**src/rtl/sa_requester.sv**
```systemverilog
// Adder requester: drives one operand pair into an external adder, waits for its
// result (or a timeout), and reports pass/fail against the locally computed sum.
module sa_requester #(
  parameter int BUS_WIDTH = 4,
  parameter int TIMEOUT   = 8
) (
  input  logic                 clk,
  input  logic                 rst,
  input  logic                 req_valid,
  output logic                 req_ready,
  input  logic [BUS_WIDTH-1:0] req_a,
  input  logic [BUS_WIDTH-1:0] req_b,
  output logic [BUS_WIDTH-1:0] sig_ina,
  output logic [BUS_WIDTH-1:0] sig_inb,
  output logic                 sig_en_i,
  input  logic [BUS_WIDTH-1:0] sig_out,
  input  logic                 sig_en_o,
  output logic                 rsp_valid,
  input  logic                 rsp_ready,
  output logic [BUS_WIDTH-1:0] rsp_sum,
  output logic                 rsp_err,
  output logic                 rsp_timeout,
  output logic [15:0]          pass_cnt,
  output logic [15:0]          fail_cnt,
  output logic                 spurious
);

  typedef enum logic [1:0] {IDLE, DRIVE, WAIT, REPORT} state_t;

  localparam logic [7:0] TIMER_LAST = 8'(TIMEOUT - 1);

  state_t               state, state_next;
  logic [BUS_WIDTH-1:0] op_a, op_b, expected;
  logic [7:0]           timer;
  logic                 accept, got_rsp, timed_out, rsp_fire, stray_rsp;

  assign req_ready = (state == IDLE) && !rst;
  assign accept    = req_valid && req_ready;
  assign got_rsp   = sig_en_o && ((state == DRIVE) || (state == WAIT));
  assign timed_out = (state == WAIT) && !sig_en_o && (timer == TIMER_LAST);
  assign rsp_fire  = (state == REPORT) && rsp_ready;
  assign stray_rsp = sig_en_o && ((state == IDLE) || (state == REPORT));
  assign expected  = op_a + op_b;

  assign rsp_valid = (state == REPORT);
  assign sig_en_i  = (state == DRIVE);
  assign sig_ina   = sig_en_i ? op_a : '0;
  assign sig_inb   = sig_en_i ? op_b : '0;

  always_ff @(posedge clk) begin
    if (rst) state <= IDLE;
    else     state <= state_next;
  end

  always_comb begin
    state_next = state;
    case (state)
      IDLE:    if (accept) state_next = DRIVE;
      DRIVE:   state_next = sig_en_o ? REPORT : WAIT;
      WAIT:    if (got_rsp || timed_out) state_next = REPORT;
      REPORT:  if (rsp_fire) state_next = IDLE;
      default: state_next = IDLE;
    endcase
  end

  // Report fields only change on the DRIVE/WAIT -> REPORT transition, so they stay stable under backpressure
  always_ff @(posedge clk) begin
    if (rst) begin
      op_a        <= '0;
      op_b        <= '0;
      timer       <= '0;
      rsp_sum     <= '0;
      rsp_err     <= 1'b0;
      rsp_timeout <= 1'b0;
      pass_cnt    <= '0;
      fail_cnt    <= '0;
      spurious    <= 1'b0;
    end else begin
      if (accept) begin
        op_a <= req_a;
        op_b <= req_b;
      end
      if (state == DRIVE)
        timer <= '0;
      else if ((state == WAIT) && !sig_en_o && !timed_out)
        timer <= timer + 8'd1;
      if (got_rsp) begin
        rsp_sum     <= sig_out;
        rsp_timeout <= 1'b0;
        rsp_err     <= (sig_out != expected);
      end else if (timed_out) begin
        rsp_sum     <= '0;
        rsp_timeout <= 1'b1;
        rsp_err     <= 1'b1;
      end
      if (stray_rsp)
        spurious <= 1'b1;
      if (rsp_fire) begin
        if (rsp_err) begin
          if (fail_cnt != 16'hFFFF) fail_cnt <= fail_cnt + 16'd1;
        end else begin
          if (pass_cnt != 16'hFFFF) pass_cnt <= pass_cnt + 16'd1;
        end
      end
    end
  end

endmodule

```
**config.mk**
```make
export PLATFORM = sky130hd
export DESIGN_NAME = sa_requester
export DESIGN_NICKNAME = d
export VERILOG_FILES = /design/src/rtl/sa_requester.sv
export SDC_FILE = /design/constraint.sdc
export NUM_CORES = 1
export LEC_CHECK = 0
export CAP_MARGIN = 20
export CORE_MARGIN = 5
export CORE_UTILIZATION = 45
export CTS_BUF_LIST = sky130_fd_sc_hd__clkbuf_8
export DETAILED_ROUTE_END_ITERATION = 8
export PLACE_DENSITY = 0.74
export SETUP_SLACK_MARGIN = 0.2
export SYNTH_ARGS = -nofsm -noshare
export SYNTH_HDL_FRONTEND = slang
export SYNTH_SLANG_ARGS = --single-unit
export TNS_END_PERCENT = 5
```
**constraint.sdc**
```tcl
create_clock -name clk -period 3.95 [get_ports clk]
set_input_delay 0.79 -clock clk [delete_from_list [all_inputs] [get_ports clk]]
set_output_delay 0.79 -clock clk [all_outputs]
set_load 0.02 [all_outputs]
```
==> metrics.csv, run 1 <==
stage;metric;value;unit
timing;holdWs;475;ps
die;initial_core_util;45.6;%
timing;setup_ws;1130;ps
logic_synthesis;synth_top_area_share;37.5;%
cells_and_area;area_growth_syn_to_layout;27.7;%
timing;worstMarginPinSlew;887;ps
routing;wl_per_cell;15.2;µm
setup_path;cp-start-kind;flip-flop;
setup_path;rrSetupSlack;1660;ps
logic_synthesis;yosysWarnings;0;
routing;dr.pass1.iters;4;
timing;hold_violations;0;
clock_tree;clk_latency;340;ps
routing;vias;2855;
clock_tree;cts_buffer_depth;2;
routing;drc;0;
logic_synthesis;yosysTopAreaCell;dfxtp_1;
clock_tree;cts_resized;0;
setup_path;critPathKind;reg -> out;
logic_synthesis;ys_top_cells_by_area;dfxtp_1 37%, a21oi_1 6.1%, or4_1 5.2%, o31ai_1 4.9%, ha_1 4.5%;
timing;max_freq;355;MHz
logic_synthesis;synth_cells;347;
timing;max_slew_margin;40.3;%
place;dp_hpwl;5250;µm
timing;tns;0;ps
place;place_congestion;0.778;
grt;grt_pass1_vias;2619;
logic_synthesis;ys_types;55;
place;place_ws;1380;ps
setup_path;required;3160;ps
die;die_width;92.3;µm
logic_synthesis;synthSimpleGateAreaFrac;28.8;%
logic_synthesis;syn_area_per_cell;8.78;µm²
setup_path;critPathArrivalTime;2030;ps
logic_synthesis;async_reset_ff_share;0;%
power;vdd_ir_drop_max;203;µV
logic_synthesis;syn_nets;376;
grt;grtUsageTotal;17.8;%
timing;period_needed;2820;ps
die;ioPinCount;67;
setup_path;worstSetupEndpointType;output port;
timing;rsz0062_at_grt;false;
place;io_buffer_count;66;
clock_tree;htreeDepth;3;
routing;ant_nets;0;
logic_synthesis;synth_top_family_by_area;simple AND/OR/NAND/NOR gates;
cells_and_area;fin_nets;440;
cells_and_area;num_antenna_cells;0;
logic_synthesis;synth_ff_type;dfxtp_1;
logic_synthesis;yosys-mux-area-fraction;2.09;%
clock_tree;tritoncts;yes;
power;p_leak;1.27;nW
cells_and_area;drive_above_1_share;7.25;%
flow_run;cap_violations;0;
grt;grt_pass1_wl;12400;µm
outcome;status;finished, final reports clean;
grt;grt_overflow;0;
timing;min_period_over_period;71.4;%
logic_synthesis;synth_fa_ha_area_share;5.17;%
routing;wl;7520;µm
clock_tree;post_cts_buffers;0;
clock_tree;cts_buffers;9;
timing;drv_slew;0;
grt;grt_max_degree;58;
logic_synthesis;synth_area;3050;µm²
logic_synthesis;yosysSeqAreaShare;37.5;%
min_path;hold_path_class;reg -> reg;
power;p_per_area;402;nW/µm²
logic_synthesis;yosysMostFrequentCell;dfxtp_1;
die;die_height;92.3;µm
logic_synthesis;synthTopCellsByCount;57 x dfxtp_1, 37 x a21oi_1, 23 x nand2_1;
die;die_area;8520;µm²
routing;viasPerCell;5.78;
timing;skew;5.97;ps
die;rows;30;
logic_synthesis;synth_edf_count;0;
clock_tree;clockRootBuffer;clkbuf_8;
timing;setup_viol;0;
die;core-area;6680;µm²
logic_synthesis;synth_xor_area_share;4.02;%
logic_synthesis;synth_compound_area_share;18.4;%
routing;drtIter0Drc;172;
logic_synthesis;ys_ff_latch;57;
clock_tree;cts.sinks;57;
clock_tree;clk_pin_slew;60;ps
clock_tree;cts_hold_buf;0;
grt;antenna_found_initial;0;
setup_path;path_max_fanout;11;
==> logic make-up after synthesis <==
group | after synthesis
flops | 57
simple gates | 142
xor+xnor | 14
fa+ha+maj | 12
compound gates | 86
buf+inv | 30
mux | 6
==> routing by layer <==
layer,up-vias,GRT usage [%],wire length [µm]
met3,15,3.86,448
met4,0,8.42,146
li1,1426,-,-
met2,74,27.1,3410
met1,1340,23.8,3520
met5,-,0,0
==> per-stage QoR <==
stage	area, µm²	cells	utilization [%]	total power [W]
finish	3890	494	58.2	0.00156
floorplan	3050	347	-	0.000982
CTS	3880	493	58.1	0.00158
global placement	3740	479	56.0	0.00114
detailed placement	3740	479	56.0	0.00115
global route	3890	494	58.2	0.00165
==> final cells by class <==
type                    count  area, µm²
fillers                   582       2790
repair buffers             68        668
flip-flops and latches     57       1140
well taps                  80        100
inverters                  15       56.3
multi-input cells         260       1780
clock buffers               9        124
clock inverters             5       20.0
==> worst paths after layout <==
check              startpoint           to  depth (start not counted)
hold / removal        op_b[2]      op_b[2]                          2
hold reg to reg       op_b[2]      op_b[2]                          2
setup / recovery     state[0]    req_ready                          4
setup reg to reg  pass_cnt[0]  pass_cnt[0]                          5
==> sequential cells by signal (all words and copies together), names as in the netlist <==
| signal | flops |
|---|---|
| spurious | 1 |
| rsp_timeout | 1 |
| rsp_sum | 4 |
| timer | 8 |
| op_a | 4 |
| pass_cnt | 16 |
| fail_cnt | 16 |
| state | 2 |
| rsp_err | 1 |
| op_b | 4 |
==> worst max-delay path, cell delays in order (launching register included) <==
cell	delay [ps]
dfxtp_1	320
inv_1	160
ha_1	420
nor2b_1	180
clkdlybuf4s50_1	610
==> report_power, final <==
group / internal, W / leakage, nW / switching (W)
Combinational: 0.000205 / 0.720 / 0.000274
Clock: 0.000210 / 0.0899 / 0.000217
Sequential: 0.000620 / 0.461 / 0.0000392
Total: 0.00104 / 1.27 / 0.000529
==> cells in the final DEF (no fill, tap or decap), types with 4 or more instances in the layout <==
master           count
clkbuf_8             9
nor3_1               5
ha_1                11
a21oi_1             37
nor2_1              18
nand3_1             20
nand4_1              8
nand2_1             23
a22oi_1              4
inv_1               19
clkdlybuf4s50_1     65
dfxtp_1             57
xor2_1               4
and2_1              12
o21ai_0              4
nor2b_1              7
xnor2_1             10
or4_1               21
o31ai_1             20
a211oi_1             4
nand2b_1             6
(Power assumes the default switching activity.)
==> run 2, diff against run 1 <==
--- a/config.mk
+++ b/config.mk
@@ -10,7 +10,7 @@
 export CORE_UTILIZATION = 45
 export CTS_BUF_LIST = sky130_fd_sc_hd__clkbuf_8
 export DETAILED_ROUTE_END_ITERATION = 8
-export PLACE_DENSITY = 0.74
+export PLACE_DENSITY = 0.77
 export SETUP_SLACK_MARGIN = 0.2
 export SYNTH_ARGS = -nofsm -noshare
 export SYNTH_HDL_FRONTEND = slang
==> constraint.sdc (replaced) <==
create_clock -name clk -period 2.5 [get_ports clk]
set_input_delay 0.5 -clock clk [delete_from_list [all_inputs] [get_ports clk]]
set_output_delay 0.5 -clock clk [all_outputs]
set_load 0.02 [all_outputs]
==> metrics.csv, run 2 (synthesis results as in run 1) <==
stage;metric;value;unit
outcome;status;finished, final reports clean;
routing;ant_nets;0;
clock_tree;htreeDepth;3;
routing;drc;0;
power;p_leak;1.33;nW
grt;grt_overflow;0;
timing;max_freq;435;MHz
routing;wl_met3;361;µm
clock_tree;tritoncts;yes;
cells_and_area;fin_nets;445;
timing;tns;0;ps
die;die_area;8520;µm²
cells_and_area;reg.largest.list;fail_cnt: 16 flops, pass_cnt: 16 flops, timer: 8 flops;
setup_path;r2r-start;fail_cnt[0];
cells_and_area;final_common_cell;clkdlybuf4s50_1;
routing;wl;7610;µm
die;initial_core_util;45.6;%
clock_tree;clockRootBuffer;clkbuf_8;
clock_tree;cts_hold_buf;0;
setup_path;setup.worst_path.start;state[1];
timing;setup_ws;201;ps
min_path;whs_path_depth;2;
cells_and_area;fin_util;60.1;%
min_path;min_from;spurious;
setup_path;critPathArrivalTime;1800;ps
die;core-area;6680;µm²
setup_path;slowest_stage;clkdlybuf4s50_1;
grt;grt_max_degree;58;
setup_path;required;2000;ps
min_path;whs_endpoint;spurious;
clock_tree;clk_pin_slew;70;ps
setup_path;r2r_cells;5;
setup_path;cp-start-kind;flip-flop;
routing;viasPerCell;5.82;
timing;setup_viol;0;
setup_path;worstSetupEndpointType;output port;
setup_path;critPathKind;reg -> out;
clock_tree;cts.sinks;57;
place;io_buffer_count;66;
power;p_per_area;691;nW/µm²
grt;grt_pass1_wl;12800;µm
cells_and_area;final_cell_mix;63 x clkdlybuf4s50_1, 57 x dfxtp_1, 37 x a21oi_1;
timing;min_period_over_period;92.0;%
timing;worstMarginPinSlew;579;ps
routing;met2RoutedLength;3710;µm
die;rows;30;
die;die_width;92.3;µm
timing;period_needed;2300;ps
setup_path;rrSetupSlack;440;ps
timing;max_slew_margin;61.1;%
cells_and_area;drive_above_1_share;9.98;%
cells_and_area;area_growth_syn_to_layout;31.9;%
clock_tree;clk_latency;320;ps
timing;skew;9.31;ps
place;dp_hpwl;5360;µm
routing;dr.pass1.iters;4;
grt;grt_pass1_vias;2740;
cells_and_area;num_antenna_cells;0;
timing;hold_violations;0;
power;total_power;0.00278;W
grt;grtUsageTotal;18.0;%
setup_path;crit_path_max_incr_delay;600;ps
routing;drtIter0Drc;188;
clock_tree;cts_buffers;9;
routing;vias;2917;
setup_path;reg2reg_to;fail_cnt[0];
setup_path;path_max_fanout;11;
die;die_height;92.3;µm
routing;drt-met1-wl;3480;µm
die;ioPinCount;67;
grt;antenna_found_initial;0;
flow_run;cap_violations;0;
place;place_ws;224;ps
routing;wl_per_cell;15.2;µm
min_path;hold_path_class;reg -> reg;
place;place_congestion;0.868;
routing;highest_layer;met4;
timing;rsz0062_at_grt;true;
power;vdd_ir_drop_max;269;µV
timing;drv_slew;0;
cells_and_area;final_area;4020;µm²
place;postPlaceCellArea;3790;µm²
setup_path;crit_chain;inv_1 -> ha_4 -> and2_1 -> clkdlybuf4s50_1;
clock_tree;cts_buffer_depth;2;
[run 2: layout make-up]
cell class | count | area (µm²)
fill | 599 | 2660
multi-input combinational | 260 | 1790
sequential | 57 | 1140
timing repair buffer | 73 | 709
clock buffer | 9 | 124
tap | 80 | 100
clock inverter | 7 | 95.1
inverter | 15 | 56.3
[run 2: repair_timing]
item                                    4_1_cts  5_1_grt
endpoints found under the setup margin       10        8
pin swaps                                     0        0
setup buffers                                 0        0
resized for setup                             3        1
[run 2: how the worst max path moves through the flow]
stage,endpoint,slack [ps],cells after the start
after floorplan,fail_cnt[0],640,5
after global placement,pass_cnt[11],270,5
after detailed placement,fail_cnt[7],220,5
after CTS,sig_inb[2],190,4
after global routing,sig_inb[3],110,4
final,sig_inb[2],200,4
[run 2: metrics by stage]
step           cells  hold slack [ps]
6_report         501              471
5_1_grt          501              500
4_1_cts          501              476
3_5_place_dp     485              460
3_3_place_gp     485              452
2_1_floorplan    347              448
[run 2: power breakdown]
group	internal, W	leakage [nW]	switching (W)
registers	0.000979	0.461	0.0000640
clock network	0.000559	0.0975	0.000385
logic	0.000351	0.768	0.000440
[run 2: layer usage]
| layer | track usage, % | up-vias |
|---|---|---|
| met5 | 0 | - |
| met4 | 6.06 | 0 |
| met3 | 3.94 | 6 |
| met2 | 29.6 | 74 |
| met1 | 23.4 | 1394 |
| li1 | - | 1443 |
[run 2: critical path: cells and delay by family (launching register included)]
kind	cells	cell delay, ps
flops	1	350
fa+ha+maj	1	220
simple gates	1	160
buf+inv	2	760
